File: config.mk
export PLATFORM = sky130hd
export DESIGN_NAME = apb_master
export DESIGN_NICKNAME = d
export VERILOG_FILES = /design/src/rtl/apb_master.sv
export SDC_FILE = /design/constraint.sdc
export NUM_CORES = 1
export LEC_CHECK = 0
export CAP_MARGIN = 20
export CORE_ASPECT_RATIO = 0.6
export CORE_MARGIN = 1
export CORE_UTILIZATION = 50
export CTS_CLUSTER_SIZE = 40
export DETAILED_ROUTE_END_ITERATION = 16
export DONT_BUFFER_PORTS = 1
export GPL_ROUTABILITY_DRIVEN = 0
export PLACE_DENSITY_LB_ADDON = 0.08
export SLEW_MARGIN = 40
export SYNTH_ARGS = -nofsm -noshare
export SYNTH_HDL_FRONTEND = slang
export SYNTH_SLANG_ARGS = --single-unit
File: constraint.sdc
create_clock -name PCLK -period 7.8 [get_ports PCLK]
set_input_delay 1.56 -clock PCLK [delete_from_list [all_inputs] [get_ports PCLK]]
set_output_delay 1.56 -clock PCLK [all_outputs]
set_load 0.02 [all_outputs]
File: src/rtl/apb_master.sv
`default_nettype none
// ============================================================================
// Module   : apb_master
// Purpose  : Single-outstanding APB requester. One command is accepted on a
//            valid/ready handshake, issued as a SETUP + ACCESS transfer, and
//            returned as a held response. A wait-state limit aborts transfers
//            whose completer never asserts PREADY.
// Ports    : PCLK, PRESET             clock, async active-high reset
//            cmd_valid/cmd_ready      command handshake
//            cmd_write/addr/wdata     command payload
//            rsp_valid/rsp_ready      response handshake
//            rsp_rdata/rsp_err        response payload (err = timeout abort)
//            PSEL/PENABLE/PWRITE/
//            PADDR/PWDATA             APB request (all registered)
//            PRDATA/PREADY            APB completer response
// Revision : 1.0 - initial release
// ============================================================================
module apb_master #(
    parameter int DATA_WIDTH = 32,
    parameter int ADDR_WIDTH = 32,
    parameter int TIMEOUT    = 16
) (
    input  logic                  PCLK,
    input  logic                  PRESET,
    input  logic                  cmd_valid,
    output logic                  cmd_ready,
    input  logic                  cmd_write,
    input  logic [ADDR_WIDTH-1:0] cmd_addr,
    input  logic [DATA_WIDTH-1:0] cmd_wdata,
    output logic                  rsp_valid,
    input  logic                  rsp_ready,
    output logic [DATA_WIDTH-1:0] rsp_rdata,
    output logic                  rsp_err,
    output logic                  PSEL,
    output logic                  PENABLE,
    output logic                  PWRITE,
    output logic [ADDR_WIDTH-1:0] PADDR,
    output logic [DATA_WIDTH-1:0] PWDATA,
    input  logic [DATA_WIDTH-1:0] PRDATA,
    input  logic                  PREADY
);

    localparam int            CW          = $clog2(TIMEOUT + 1);
    // Counter value on the last permitted ACCESS cycle.
    localparam logic [CW-1:0] c_LAST_WAIT = CW'(TIMEOUT - 1);

    typedef enum logic [1:0] {
        S_IDLE   = 2'd0,
        S_SETUP  = 2'd1,
        S_ACCESS = 2'd2,
        S_RESP   = 2'd3
    } state_t;

    state_t                state_q;
    logic [CW-1:0]         wait_cnt_q;
    logic                  psel_q;
    logic                  penable_q;
    logic                  pwrite_q;
    logic [ADDR_WIDTH-1:0] paddr_q;
    logic [DATA_WIDTH-1:0] pwdata_q;
    logic                  rsp_valid_q;
    logic [DATA_WIDTH-1:0] rsp_rdata_q;
    logic                  rsp_err_q;

    always_ff @(posedge PCLK or posedge PRESET) begin
        if (PRESET) begin
            state_q     <= S_IDLE;
            wait_cnt_q  <= '0;
            psel_q      <= 1'b0;
            penable_q   <= 1'b0;
            pwrite_q    <= 1'b0;
            paddr_q     <= '0;
            pwdata_q    <= '0;
            rsp_valid_q <= 1'b0;
            rsp_rdata_q <= '0;
            rsp_err_q   <= 1'b0;
        end else begin
            case (state_q)
                S_IDLE: begin
                    if (cmd_valid) begin
                        state_q   <= S_SETUP;
                        paddr_q   <= cmd_addr;
                        pwrite_q  <= cmd_write;
                        // Reads drive a zero data bus rather than stale data.
                        pwdata_q  <= cmd_write ? cmd_wdata : '0;
                        psel_q    <= 1'b1;
                        penable_q <= 1'b0;
                    end
                end
                S_SETUP: begin
                    state_q    <= S_ACCESS;
                    penable_q  <= 1'b1;
                    wait_cnt_q <= '0;
                end
                S_ACCESS: begin
                    // PREADY wins over the abort on the final allowed cycle.
                    if (PREADY) begin
                        state_q     <= S_RESP;
                        psel_q      <= 1'b0;
                        penable_q   <= 1'b0;
                        rsp_valid_q <= 1'b1;
                        rsp_rdata_q <= pwrite_q ? '0 : PRDATA;
                        rsp_err_q   <= 1'b0;
                    end else if (wait_cnt_q == c_LAST_WAIT) begin
                        state_q     <= S_RESP;
                        psel_q      <= 1'b0;
                        penable_q   <= 1'b0;
                        rsp_valid_q <= 1'b1;
                        rsp_rdata_q <= '0;
                        rsp_err_q   <= 1'b1;
                    end else begin
                        wait_cnt_q <= wait_cnt_q + CW'(1);
                    end
                end
                S_RESP: begin
                    if (rsp_ready) begin
                        state_q     <= S_IDLE;
                        rsp_valid_q <= 1'b0;
                    end
                end
                default: state_q <= S_IDLE;
            endcase
        end
    end

    assign cmd_ready = (state_q == S_IDLE);
    assign PSEL      = psel_q;
    assign PENABLE   = penable_q;
    assign PWRITE    = pwrite_q;
    assign PADDR     = paddr_q;
    assign PWDATA    = pwdata_q;
    assign rsp_valid = rsp_valid_q;
    assign rsp_rdata = rsp_rdata_q;
    assign rsp_err   = rsp_err_q;

endmodule
`default_nettype wire

# == Word level (Yosys, flattened, before mapping) ==
# Cells that the tools add are included.
# word_totals
reg_bits,108
inputBits,102
output_inout_bits,102
elab_cells,56
# classes
addsub,1
n_eq_ne,9
n_mux,23
n_reduce_logical,13
# op_table
op,count
32-bit 2-to-1 mux,4
3-bit AND reduction,5
5-bit 2-to-1 mux,2
5-bit case mux with 2 select lines,1
1-bit 2-to-1 mux,8
2-bit 2-to-1 mux,4
"2-bit != test, second input constant",4
2-bit case mux with 4 select lines,1
2-bit nonzero test,4
"5-bit by 1-bit adder with 5-bit output, second input constant",1
"5-bit by 4-bit equality test with 1-bit output, second input constant",1
"2-bit equality test, second input constant",2
1-bit case mux with 2 select lines,2
2-bit AND reduction,2
"3-bit != test, second input constant",1
1-bit case mux with 3 select lines,1
3-bit nonzero test,1
"2-bit by 1-bit equality test with 1-bit output, second input constant",1
2-bit logical NOT,1

# == Longest topological paths before layout ==
# depth
word_depth,4
depth_mapped,7
depth_no_buf,6

# == Worst setup path before layout ==
# OpenSTA, ideal clock, no wires.
# synth_timing
path_type,input -> register
start,input PREADY
end,register wait_cnt_q[3]
setup_time_ps,131
t_arrival_ps,2449
required_time_ps,7669
slack_ps,5220
stages,4
path_buffers,1
cell_sequence,or2_1 > buf_2 > a31o_1 > or3b_1
# synth_via
elab_chain_len,2
# synth_rtl
element,line,source
start: declaration,40,input logic PREADY
2-bit != test (no source line),-,
3-bit AND reduction (no source line),-,
end signal: assignment,112,wait_cnt_q <= wait_cnt_q + CW'(1);
end: declaration,55,logic [CW-1:0] wait_cnt_q;
# Every way passes these cells.
# A chain may end at the register's enable or synchronous reset.

# == Final worst setup path ==
# layout_timing
start,register state_q[0]
end,output cmd_ready
# layout_via
elab_chain_len,1
# layout_rtl
element,line,source
start: declaration,54,state_t state_q;
start signal: assignment,67,state_q <= S_IDLE;
start signal: assignment,81,state_q <= S_SETUP;
start signal: assignment,91,state_q <= S_ACCESS;
2-bit logical NOT,126,assign cmd_ready = (state_q == S_IDLE);
end: declaration,26,"output logic cmd_ready,"
# Every way passes these cells.

==> results list <==
- For the worst flop-to-flop path, the logic depth is 5.
- After layout, the minimum clock period comes to 2.91 ns.
- Data required time of the critical path: 6.24 ns
* Transition time at the pin with the least slew margin: approximately 0.72 ns
- Cells with a size suffix above 1 make up 16.7% of the layout.
* Path type of the worst setup path: flop to output port
- The number of global-route vias before repair was 2453.
- Sort of element at the start of the critical path: flop
- Clock slew at reported path FFs: 0.07 ns
- Aggregate routed wire length: 8.88 mm
* Data arrival time at the worst-slack endpoint: 1.35 ns
- Synthesis handed over a netlist of approximately 350 instances.
- After clock tree synthesis, the repair step resized 0 gates.
- Cell at the root of the clock tree: sky130_fd_sc_hd__clkbuf_16
* Cell family with the largest share of critical-path delay: adder cells
- Including well taps, the total number of placed cells is roughly 430.
* Final Max Tran Viols: 0
- Fraction of registers with async set or reset after synthesis: 100%
- # DRC: 0
* Max Buffers Root-to-Sink: 2
- The area growth from synthesis to layout is 8.96%.
- Setup slack on the worst reg-to-reg path comes out at around 5.5 ns.
* Clock tree skew after final layout: 0.00456 ns
- CTS hold repair buffers: 0
* Highest ir drop seen on vdd: roughly 0.33 mV
* Overflow left after global routing: 0
* Area inside the core boundary: 0.00804 mm^2
* Count of cell instances traversed by the critical path: 2
- Number of buffers added on ports: 0
* Final net count: 446
* Max-cap violation count: 0
- Initial drt markers: 164
* Worst setup endpoint: cmd_ready
* Total leakage power: around 2.1 nW
- Worst flop-to-flop path startpoint: state_q[0]$_DFFE_PP0P_
* Synthesis Warnings: 0
* Clock Sinks: 108
- Area of the die: 0.00888 mm^2
* Number of buffers created by CTS: 9
- The count of final hold-check violations was 0.
* Post-route insts no fill: 449
* 1st-pass router iterations: 4
- Die Y-Extent: 73.4 um
* CTS tree: yes
- Filler cells: 664
* Maximum clock frequency: 0.343 GHz
- After synthesis the netlist holds a flip-flop and latch count of 108.
- Register area share after synthesis: 63.7%
- Multi-input logic area: between 0.001 and 0.0015 mm^2
- GRT Resource Usage Total: 20.1%
* Vias: 2510
* Standard-cell rows: 25
* Clock insertion delay at the later pin of the skew report: 0.34 ns
- Number of antenna-violating nets in the routed design: 0
* Worst-path cell with the longest stage delay: sky130_fd_sc_hd__ha_1
- Effective utilization at floorplan: 52.8%
* Die Wd: around 120 um
* Ant. Diodes: 0
- Entering global routing, the biggest net connects between 90 and 100 pins.
- In the synthesized netlist the dominant register cell turns out to be sky130_fd_sc_hd__dfrtp_1.
- Crit path max fanout: 4
- The netlist uses 27 different library cells.
- Setup repair after global routing left no endpoint under its margin.
- Setup repair bufs after CTS: 0
- In this run the cell area of the synthesized design comes to between 0.004 and 0.005 mm^2.
- Dividing the detail-routed via count by the number of cells gives 5.59.
- Power, Total: 2.18 mW
* Run status: completed
* Power per cell area: 471 mW/mm^2
* Final Setup Violations: 0
- In this design, the stage delay of the slowest critical-path cell is 0.45 ns.
- Worst-case headroom to the max-slew limit: 51.8%
- The worst setup path is captured at an output port.
* Mean Syn Cell Area: 12.3 um^2
- The number of nets handed over by synthesis was between 400 and 500.
- Worst path cell trace: inv_1, ha_1
- CP Buf/Inv Count: 1
* Average routed wire per standard cell: slightly below 20 um
- Tightest Hold Check Type: flop to flop
- Wire length of the first global-routing pass: 13.3 mm
* Sequential cell area: 0.00270 mm^2
- Sum of negative setup slack: 0 ns
- CTS built an H-tree with a depth of 3.
- During I/O placement, the number of pins put on the boundary was 204.
* First element of the critical path: state_q[0]$_DFFE_PP0P_
- The initial antenna violation count came to 0.
- In this run the critical register-to-register path is captured at state_q[1]$_DFFE_PP0P_.
- The wire-length estimate of the detail-placed layout is approximately 6.2 mm.
* EDFF count, synth: 0
- In the finished design, the share of the clock period the worst path needs comes to between 30% and 40%.
## cell families after synthesis
group | share of synthesized area [%]
fa+ha+maj | 2.36
buf+inv | 2.68
mux | 10.3
flops | 63.7
compound gates | 12.6
xor+xnor | 0.206
simple gates | 8.19
## per-stage QoR
step	utilization (%)	hold slack [ns]	area, um^2	worst slack (ns)
finish	57.5	0.569	4630	4.89
global route	57.5	0.609	4630	4.82
CTS	57.5	0.574	4630	4.86
detailed placement	53.9	0.559	4330	5.02
global placement	53.7	0.548	4320	4.95
floorplan	-	0.527	4250	3.39
## worst reg2reg max path: cells and delay by family (launching register included)
family,cells,cell delay [ns]
AOI/OAI and AO/OA,1,0.14
adders and majority gates,1,0.55
buffers and inverters,1,0.13
DFF,1,0.42
muxes,1,0.30
and+or+nand+nor,1,0.61
## worst min path at each step
stage,startpoint,end,slack (ns),depth (start not counted)
after floorplan,wait_cnt_q[0]$_DFFE_PP0P_,wait_cnt_q[0]$_DFFE_PP0P_,0.53,1
after global placement,wait_cnt_q[0]$_DFFE_PP0P_,wait_cnt_q[0]$_DFFE_PP0P_,0.55,1
after global routing,wait_cnt_q[0]$_DFFE_PP0P_,wait_cnt_q[0]$_DFFE_PP0P_,0.61,1
after detailed placement,wait_cnt_q[0]$_DFFE_PP0P_,wait_cnt_q[0]$_DFFE_PP0P_,0.56,1
final,wait_cnt_q[0]$_DFFE_PP0P_,wait_cnt_q[0]$_DFFE_PP0P_,0.57,1
after CTS,wait_cnt_q[0]$_DFFE_PP0P_,wait_cnt_q[0]$_DFFE_PP0P_,0.57,1
## layer usage
metal / routed length [um] / vias to the layer above / GRT usage (%) / share of wire (%)
met1: 3740 / 1198 / 26.1 / 42
li1: - / 1173 / - / -
met2: 4060 / 129 / 29.8 / 46
met3: 984 / 10 / 9.47 / 11
met5: 0 / - / 0 / 0
met4: 100 / 0 / 6.58 / 1.1
## power by group
part           switching [mW]  total (mW)  internal (mW)
logic                   0.210       0.438          0.228
clock network           0.200       0.451          0.250
registers               0.482        1.29          0.808
## placed cells by master, fill, tap and decap left out, types with 2 or more instances in the layout
| master | synthesis | routed |
|---|---|---|
| sky130_fd_sc_hd__dfrtp_1 | 108 | 108 |
| sky130_fd_sc_hd__nand2_1 | 66 | 65 |
| sky130_fd_sc_hd__o21ai_0 | 39 | 39 |
| sky130_fd_sc_hd__mux2_2 | 36 | 36 |
| sky130_fd_sc_hd__a22o_1 | 32 | 32 |
| sky130_fd_sc_hd__clkbuf_16 | 0 | 9 |
| sky130_fd_sc_hd__ha_1 | 8 | 8 |
| sky130_fd_sc_hd__nor3b_1 | 4 | 4 |
| sky130_fd_sc_hd__inv_1 | 5 | 4 |
| sky130_fd_sc_hd__a21oi_1 | 4 | 4 |
| sky130_fd_sc_hd__mux2i_1 | 3 | 3 |
| sky130_fd_sc_hd__nor3_1 | 2 | 2 |
| sky130_fd_sc_hd__a21o_1 | 2 | 2 |
| sky130_fd_sc_hd__nand3_1 | 2 | 2 |
| sky130_fd_sc_hd__clkinv_4 | 0 | 2 |
| sky130_fd_sc_hd__clkbuf_1 | 18 | 2 |
| sky130_fd_sc_hd__clkinvlp_4 | 0 | 2 |
| sky130_fd_sc_hd__buf_4 | 1 | 2 |
## cell usage after synthesis (all sizes together), types with 3 or more instances
| library cell | instances | area [um^2] |
|---|---|---|
| clkbuf | 18 | 67.6 |
| inv | 5 | 18.8 |
| nand2 | 66 | 248 |
| nor3b | 4 | 30.0 |
| mux2i | 3 | 30.0 |
| o21ai | 40 | 200 |
| dfrtp | 108 | 2700 |
| ha | 8 | 100 |
| a21oi | 4 | 20.0 |
| buf | 5 | 27.5 |
| a22o | 32 | 280 |
| mux2 | 36 | 405 |
## state kept, by name (all words and copies together) (netlist names)
signal and flops:
wait_cnt_q 5, PWDATA 32, rsp_err 1, PENABLE 1, state_q 2, PADDR 32
rsp_rdata 32, PWRITE 1, PSEL 1, rsp_valid 1
## area by class of cell
cell class,instances,area share [%]
Clock buffer,11,5.03
Tap cell,108,2.92
Multi-Input combinational cell,210,31.5
Inverter,5,0.460
Timing Repair Buffer,2,0.325
Clock inverter,5,1.35
Sequential cell,108,58.4
(Power assumes the default switching activity.)
